### config.mk
export PLATFORM = sky130hd
export DESIGN_NAME = mem_arbiter
export DESIGN_NICKNAME = d
export VERILOG_FILES = /design/src/rtl/mem_arbiter.sv
export SDC_FILE = /design/constraint.sdc
export NUM_CORES = 1
export LEC_CHECK = 0
export CORE_MARGIN = 4
export CORE_UTILIZATION = 40
export CTS_BUF_LIST = sky130_fd_sc_hd__clkbuf_16
export CTS_CLUSTER_DIAMETER = 80
export CTS_CLUSTER_SIZE = 25
export DETAILED_ROUTE_END_ITERATION = 12
export HOLD_SLACK_MARGIN = 0.1
export PLACE_DENSITY = 0.9
export SYNTH_ARGS = -nofsm -noshare
export SYNTH_HDL_FRONTEND = slang
export SYNTH_SLANG_ARGS = --single-unit
### constraint.sdc
create_clock -name clk -period 5.4 [get_ports clk]
set_clock_uncertainty 0.05 [all_clocks]
set_input_delay 0.54 -clock clk [delete_from_list [all_inputs] [get_ports clk]]
set_output_delay 0.54 -clock clk [all_outputs]
set_load 0.01 [all_outputs]
### src/rtl/mem_arbiter.sv
// mem_arbiter
// Shares one unified memory port between the CPU and a DMA/loader engine.
// Each requester uses a req/ack handshake; the arbiter grants one requester
// at a time with round-robin fairness, drives the memory port from latched
// request registers, waits for mem_ready and aborts hung accesses after
// TIMEOUT busy cycles with an error-qualified ack.
//
// Ports
//   clk, reset                 clock (rising edge), async active-high reset
//   cpu_req/we/addr/wdata      CPU request (req held until cpu_ack)
//   cpu_rdata/ack/err          CPU response (ack/err one-cycle pulses)
//   dma_*                      same set for the DMA requester
//   mem_en/we/addr/wdata       memory request, stable for a whole access
//   mem_rdata, mem_ready       memory response
//   busy                       high while an access is in progress
//
// state    | meaning
// ---------+---------------------------------------------
// IDLE     | no access; arbitrate between eligible reqs
// CPU_BUSY | memory port owned by the CPU
// DMA_BUSY | memory port owned by the DMA engine

module mem_arbiter #(
    parameter int AW      = 32,
    parameter int DW      = 32,
    parameter int TIMEOUT = 16
) (
    input  logic          clk,
    input  logic          reset,
    input  logic          cpu_req,
    input  logic          cpu_we,
    input  logic [AW-1:0] cpu_addr,
    input  logic [DW-1:0] cpu_wdata,
    output logic [DW-1:0] cpu_rdata,
    output logic          cpu_ack,
    output logic          cpu_err,
    input  logic          dma_req,
    input  logic          dma_we,
    input  logic [AW-1:0] dma_addr,
    input  logic [DW-1:0] dma_wdata,
    output logic [DW-1:0] dma_rdata,
    output logic          dma_ack,
    output logic          dma_err,
    output logic          mem_en,
    output logic          mem_we,
    output logic [AW-1:0] mem_addr,
    output logic [DW-1:0] mem_wdata,
    input  logic [DW-1:0] mem_rdata,
    input  logic          mem_ready,
    output logic          busy
);

    localparam int            CW = $clog2(TIMEOUT + 1);
    localparam logic [CW-1:0] TC = CW'(TIMEOUT - 1);

    typedef enum logic [1:0] {
        IDLE,
        CPU_BUSY,
        DMA_BUSY
    } state_t;

    state_t        state;
    logic          last_cpu;   // 1: last grant went to the CPU
    logic [CW-1:0] tcnt;       // busy cycles elapsed without mem_ready

    logic cpu_elig, dma_elig, grant_cpu, grant_dma;

    // A requester in its ack cycle still has req high for the old access;
    // masking it stops that stale request from being granted again.
    assign cpu_elig  = cpu_req & ~cpu_ack;
    assign dma_elig  = dma_req & ~dma_ack;
    assign grant_cpu = cpu_elig & (~dma_elig | ~last_cpu);
    assign grant_dma = dma_elig & (~cpu_elig |  last_cpu);

    always_ff @(posedge clk or posedge reset) begin
        if (reset) begin
            state     <= IDLE;
            last_cpu  <= 1'b0;
            tcnt      <= '0;
            mem_en    <= 1'b0;
            mem_we    <= 1'b0;
            mem_addr  <= '0;
            mem_wdata <= '0;
            busy      <= 1'b0;
            cpu_ack   <= 1'b0;
            cpu_err   <= 1'b0;
            cpu_rdata <= '0;
            dma_ack   <= 1'b0;
            dma_err   <= 1'b0;
            dma_rdata <= '0;
        end else begin
            cpu_ack <= 1'b0;
            cpu_err <= 1'b0;
            dma_ack <= 1'b0;
            dma_err <= 1'b0;
            case (state)
                IDLE: begin
                    if (grant_cpu) begin
                        state     <= CPU_BUSY;
                        last_cpu  <= 1'b1;
                        tcnt      <= '0;
                        mem_en    <= 1'b1;
                        busy      <= 1'b1;
                        mem_we    <= cpu_we;
                        mem_addr  <= cpu_addr;
                        mem_wdata <= cpu_wdata;
                    end else if (grant_dma) begin
                        state     <= DMA_BUSY;
                        last_cpu  <= 1'b0;
                        tcnt      <= '0;
                        mem_en    <= 1'b1;
                        busy      <= 1'b1;
                        mem_we    <= dma_we;
                        mem_addr  <= dma_addr;
                        mem_wdata <= dma_wdata;
                    end
                end
                CPU_BUSY, DMA_BUSY: begin
                    if (mem_ready || tcnt == TC) begin
                        // success, or abort on the TIMEOUT-th silent cycle
                        state  <= IDLE;
                        mem_en <= 1'b0;
                        mem_we <= 1'b0;
                        busy   <= 1'b0;
                        if (state == CPU_BUSY) begin
                            cpu_ack   <= 1'b1;
                            cpu_err   <= ~mem_ready;
                            cpu_rdata <= mem_ready ? mem_rdata : '0;
                        end else begin
                            dma_ack   <= 1'b1;
                            dma_err   <= ~mem_ready;
                            dma_rdata <= mem_ready ? mem_rdata : '0;
                        end
                    end else begin
                        tcnt <= tcnt + CW'(1);
                    end
                end
                default: begin
                    state  <= IDLE;
                    mem_en <= 1'b0;
                    mem_we <= 1'b0;
                    busy   <= 1'b0;
                end
            endcase
        end
    end

endmodule

==> impl_results.md, run 1 <==
* Status: completed
* GRT Overall Usage at 21.6%
* Cts bufs inserted at 17
* Via count at 5,723
* Vias in the first global route at 5,478
* Post-CTS Resized at 0
* Pins over their slew limit at 0
* Total power at 5.21 mW
* Synthesis Warnings at 0
* Worst-margin pin slew at 1070 ps
* DR iter-0 viols at 296
* DRT Pass-1 Iters at 4
* Max-cap viol count at 0
* Dpl hpwl at 14,200 µm
* Chip width at 130 µm
* H-Tree Level Count at 4
* Final Hold Fails at 0
* Die height at 130 µm
* Net load switching power at 1.80 mW
* Share of layout cells above drive strength 1 at 4.50%
* Worst Setup End Kind: register
* Hold WS at 430 ps
* Min-Delay Path Class: register to register
* Clock Path Buffers at 2
* Setup WS pre-CTS at 2300 ps
* Slew headroom at 28.7%
* Crit-path max FO at 75
* R2r setup slk at 2610 ps
* Tmin final at 2790 ps
* Core area at 14,600 µm²
* Largest net degree at the start of global routing at 106
* Post-synth cell types at 36
* FP Rows at 44
* Initial antenna violation count at 0
* WL per Instance at 16.6 µm
* Avg Cell Area, Syn at 8.99 µm²
* Total nets after synthesis at 837
* GPL Wtd Cong at 0.833
* Worst EP arrival at 3060 ps
* Grt ovf at 0
* Starting Density at 41.0%
* # IOs at 302
* Synth Instances at 666
* Skew-Pair Late Insertion Delay at 400 ps
* Setup slack after layout at 2610 ps
* Global-route wire length before repair at 28,300 µm
* Clk root buf: clkbuf_16
* Area Growth Syn to Fin at 61.8%
* Vias/cell at 5.02
* Pleak at 4.18 nW
* Final period util at 51.6%
* Sequential area share after synthesis at 59.4%
* RR Startpoint: state[1]
* Setup TNS at 0 ps
* Antenna-violating nets left at 0
* RSZ-0062 raised after global routing: false
* Antenna cells at 0
* Most common cell after layout, fill and taps aside: clkdlybuf4s50_1
* Final #Nets at 1,114
* Seq pwr share at 33.6%
* Worst Setup SP: state[1]
* Cell Area, Synth at 5990 µm²
* Most frequent cells in the layout: clkdlybuf4s50_1 (301), nand2_1 (228), dfrtp_1 (142), nor2_1 (68), a31oi_1 (65)
* Crit start category: register
* CTS tree: built
* Sw frac at 34.5%
* Routed WL at 18,900 µm
* Comb power frac at 43.6%
* Setup-failing EPs final at 0
* CTS Hold Bufs at 0
* PD cells at 538 nW/µm²
* Placed Instances at 1,108
* TritonCTS sink count at 142
* Clk pin slew, worst setup/hold paths at 60 ps
* Final Non-Filler Cells at 1,140
* Input/output buffers at 301
* Post-CTS Setup Bufs at 0
* F_max at 359 MHz
* HP Start: cpu_rdata[24]
* Worst Path Required at 5670 ps
* Clk network pwr share at 22.9%
* Drc violations at 0
* Internal power at 3.41 mW
* Die ar. at 17,000 µm²
* Worst IR Drop VDD at 0.242 mV
* Flops & latches, synth at 142
* Kind of critical path: register to register
==> worst max-delay path, stage by stage, from the launching register on <==
cell and delay, ps:
dfrtp_1 370, inv_1 110, ha_1 500, a21boi_4 250
buf_4 450, buf_4 640, nor2_1 80, a31oi_1 200
==> cells by family (layout without fill, tap and decap cells) <==
kind of cell	Yosys count	count (layout)	share of synthesized area, %
XOR/XNOR	1	1	0.146
AND/OR/NAND/NOR	304	304	19.6
adder cells (fa/ha/maj)	4	4	0.836
multiplexers	2	2	0.334
AO/OA/AOI/OAI	154	154	15.3
flip-flops	142	142	59.4
buffers and inverters	59	349	4.43
==> sequential cells by signal, indices dropped and copies added (netlist names) <==
signal / count
cpu_ack: 1
cpu_err: 1
busy: 1
cpu_rdata: 32
dma_ack: 1
mem_we: 1
mem_addr: 32
dma_rdata: 32
mem_wdata: 32
last_cpu: 1
state: 2
dma_err: 1
tcnt: 5
==> cells in the mapped netlist <==
| library cell | count | area [µm²] |
|---|---|---|
| a31oi_2 | 1 | 12.5 |
| o22ai_1 | 1 | 6.26 |
| nor2_1 | 68 | 255 |
| buf_2 | 23 | 115 |
| o2bb2a_1 | 1 | 10.0 |
| o21ai_1 | 7 | 35.0 |
| a221oi_1 | 3 | 26.3 |
| nand2b_1 | 2 | 12.5 |
| a311oi_2 | 1 | 15.0 |
| dfrtp_1 | 142 | 3550 |
| ha_1 | 4 | 50.1 |
| nand3_1 | 1 | 5.00 |
| or2_1 | 1 | 6.26 |
| nand2_1 | 228 | 856 |
| clkbuf_1 | 24 | 90.1 |
| a22o_1 | 1 | 8.76 |
| xnor2_1 | 1 | 8.76 |
| a21boi_1 | 1 | 7.51 |
| o211ai_1 | 1 | 7.51 |
| a21oi_1 | 3 | 15.0 |
| o21ai_0 | 63 | 315 |
| o21a_1 | 1 | 7.51 |
| inv_1 | 9 | 33.8 |
| a222oi_1 | 1 | 10.0 |
| or3b_4 | 1 | 11.3 |
| buf_4 | 2 | 15.0 |
| a21o_1 | 1 | 7.51 |
| a31o_1 | 1 | 8.76 |
| nor3b_2 | 1 | 12.5 |
| a31oi_1 | 65 | 407 |
| o22a_1 | 1 | 8.76 |
| o2bb2ai_1 | 1 | 8.76 |
| buf_6 | 1 | 11.3 |
| and3_1 | 1 | 6.26 |
| mux2i_1 | 2 | 20.0 |
| nor2b_1 | 1 | 6.26 |
==> final timing paths <==
| check | cells after the start | endpoint |
|---|---|---|
| worst max-delay path | 7 | mem_addr[12] |
| worst min-delay path | 2 | cpu_rdata[24] |
| worst max register to register | 7 | mem_addr[12] |
| worst min register to register | 2 | cpu_rdata[24] |
| max in group asynchronous | 3 | mem_addr[8] |
| min in group asynchronous | 2 | mem_addr[14] |
==> per-stage QoR <==
step	instance area, µm²	util [%]
5_1_grt	9680	66.4
6_report	9680	66.4
3_3_place_gp	9080	62.2
4_1_cts	9680	66.4
2_1_floorplan	5990	-
3_5_place_dp	9080	62.2
==> power by group through the flow <==
| stage | logic (mW) | clock network, mW | registers (mW) |
|---|---|---|---|
| after floorplan | 0.891 | 0 | 1.94 |
| after global placement | 2.22 | 0 | 1.75 |
| after detailed placement | 2.30 | 0 | 1.77 |
| after CTS | 2.30 | 1.22 | 1.75 |
| after global routing | 2.49 | 1.27 | 1.80 |
| final | 2.27 | 1.19 | 1.75 |
==> final cells by class <==
type	count	area (µm²)
well taps	184	230
clock inverters	15	179
multi-input cells	465	2190
fillers	1142	4910
inverters	9	38.8
flip-flops and latches	142	3550
clock buffers	17	425
repair buffers	308	3070
==> per-layer routing <==
layer	global-route usage, %	routed length, µm	vias to the layer above
met5	0	0	-
met4	8.53	387	0
met3	8.72	2170	26
met2	37.3	9470	267
met1	23.8	6850	2652
li1	-	-	2778
Note: power is estimated with default switching activity, not from simulation.
==> inputs of run 2 (changes only) <==
Settings changed: CORE_UTILIZATION 40 to 36, PLACE_DENSITY 0.9 to 0.86.
Clock period 5.4 ns to 2.32 ns, I/O delays scaled along.
==> run 2 against run 1 <==
Non-clock buffer count grew 12; register-to-register slack got worse by 2500 ps; final area is 2.2% higher; via count rose by 1.0%; die area rose by 10%; first-iteration DRC count shrank 43%; combinational power rose by 140%; hold slack got worse by 210 ps; critical path type unchanged.
==> impl_results.md, run 2 (same netlist as run 1, synthesis figures left out) <==
* Crit-path leading delay family: simple AND/OR/NAND/NOR gates
* Clk pin slew, worst setup/hold paths at 60 ps
* Worst IR Drop VDD at 0.590 mV
* Worst Path Required at 2570 ps
* Cts bufs inserted at 17
* FP Rows at 46
* CTS Hold Bufs at 0
* Clk root buf: clkbuf_16
* Starting Density at 37.1%
* Antenna-violating nets left at 0
* RR Startpoint: tcnt[0]
* # IOs at 302
* Final #Nets at 1,126
* TritonCTS sink count at 142
* Worst Setup SP: tcnt[0]
* Core area at 16,100 µm²
* GRT Overall Usage at 19.7%
* Most common cell after layout, fill and taps aside: clkdlybuf4s50_1
* Internal power at 7.97 mW
* Drc violations at 0
* Final Non-Filler Cells at 1,183
* Die height at 137 µm
* Crit start category: register
* Clk network pwr share at 21.7%
* Setup TNS at 0 ps
* Pins over their slew limit at 0
* Chip width at 137 µm
* Final Hold Fails at 0
* H-Tree Level Count at 4
* Sw frac at 35.0%
* Setup-failing EPs final at 0
* CTS tree: built
* Worst EP arrival at 2460 ps
* GPL Wtd Cong at 0.777
* Global-route wire length before repair at 28,500 µm
* Skew-Pair Late Insertion Delay at 410 ps
* Slew headroom at 69.0%
* Routed WL at 19,000 µm
* Comb power frac at 45.3%
* Most used cell along the critical path: ha_1
* Initial antenna violation count at 0
* Share of layout cells above drive strength 1 at 5.79%
* F_max at 452 MHz
* Die ar. at 18,800 µm²
* Pleak at 4.25 nW
* Tmin final at 2210 ps
* Via count at 5,781
* Clock Path Buffers at 2
* Vias in the first global route at 5,619
* DRT Pass-1 Iters at 4
* Seq pwr share at 33.0%
* Post-CTS Resized at 0
* Status: completed
* Input/output buffers at 301
* Placed Instances at 1,152
* Grt ovf at 0
* Most frequent cells in the layout: clkdlybuf4s50_1 (301), nand2_1 (228), dfrtp_1 (142), nor2_1 (68), a31oi_1 (65)
* Dpl hpwl at 14,200 µm
* Antenna cells at 0
* RSZ-0062 raised after global routing: false
* DR iter-0 viols at 169
* Area Growth Syn to Fin at 65.4%
* Worst Path Buf+Inv at 0
* Largest net degree at the start of global routing at 85
* PD cells at 1240 nW/µm²
* Final period util at 95.5%
* CP max stage cell: dfrtp_1
* Net load switching power at 4.29 mW
* Post-CTS Setup Bufs at 0
* Critical Path Max Stage Delay at 430 ps
* Worst-margin pin slew at 465 ps
* Worst Setup End Kind: register
* Crit-path max FO at 5
* Min-Delay Path Class: input port to asynchronous set/reset pin
* Max-cap viol count at 0
* Kind of critical path: register to register
* WL per Instance at 16.0 µm
* Vias/cell at 4.89
* Fillers at 1,321
* Cells along the critical path: ha_1, and3_1, ha_1, or3b_4, a311oi_2, xnor2_1, a21oi_1
[run 2: cell types whose count changed in the layout (fill, tap and decap cells not counted)]
cell and delta:
buf_12 +10, buf_4 +2, clkinv_2 -2, inv_1 -2, clkinvlp_4 +3, bufinv_16 -2, inv_6 +2
[run 2: final cells by class]
type	count	area [µm²]	share of cell area (%)
clock inverters	14	143	1.44
clock buffers	17	425	4.30
multi-input cells	465	2190	22.1
inverters	9	37.5	0.379
repair buffers	320	3280	33.1
flip-flops and latches	142	3550	35.9
well taps	216	270	2.73
[run 2: worst reg2reg max path: cells and delay by family, from the launching register on]
family                   cells  cell delay (ps)
AO/OA/AOI/OAI                2              380
XOR/XNOR                     1              170
adder cells (fa/ha/maj)      2              470
flip-flops                   1              430
AND/OR/NAND/NOR              2              600
[run 2: power groups by stage]
| stage | registers [mW] | clock network [mW] | logic (mW) |
|---|---|---|---|
| 2_1_floorplan | 4.50 | 0 | 2.07 |
| 3_3_place_gp | 4.04 | 0 | 5.51 |
| 3_5_place_dp | 4.09 | 0 | 5.62 |
| 4_1_cts | 4.05 | 2.71 | 5.64 |
| 5_1_grt | 4.17 | 2.81 | 6.08 |
| 6_report | 4.04 | 2.66 | 5.56 |
[run 2: path summary, 6_finish.rpt]
| check | cells after the start | end | slack [ps] |
|---|---|---|---|
| worst max-delay path | 7 | tcnt[3] | 110 |
| min in group clk | 3 | mem_wdata[12] | 320 |
| worst max register to register | 7 | tcnt[3] | 110 |
| max in group asynchronous | 3 | mem_addr[14] | 1570 |
| worst min-delay path | 3 | mem_wdata[6] | 220 |
| worst min register to register | 2 | cpu_rdata[7] | 430 |
[run 2: per-stage QoR]
step | hold WS (ps) | power (mW) | utilization, % | cell area, µm² | worst slack (ps)
after floorplan | 330 | 6.58 | - | 5990 | 225
after global placement | 411 | 9.55 | 57.9 | 9330 | 246
after detailed placement | 420 | 9.71 | 57.9 | 9330 | 138
after CTS | 236 | 12.4 | 61.4 | 9900 | 141
after global routing | 257 | 13.1 | 61.4 | 9900 | 30.2
final | 221 | 12.3 | 61.4 | 9900 | 105
[run 2: metal layers]
metal / global-route usage (%) / vias up / share of wire, %
li1: - / 2810 / -
met1: 21.7 / 2675 / 37
met2: 33.9 / 273 / 50
met3: 7.98 / 23 / 11
met4: 7.82 / 0 / 2.1
met5: 0 / - / 0
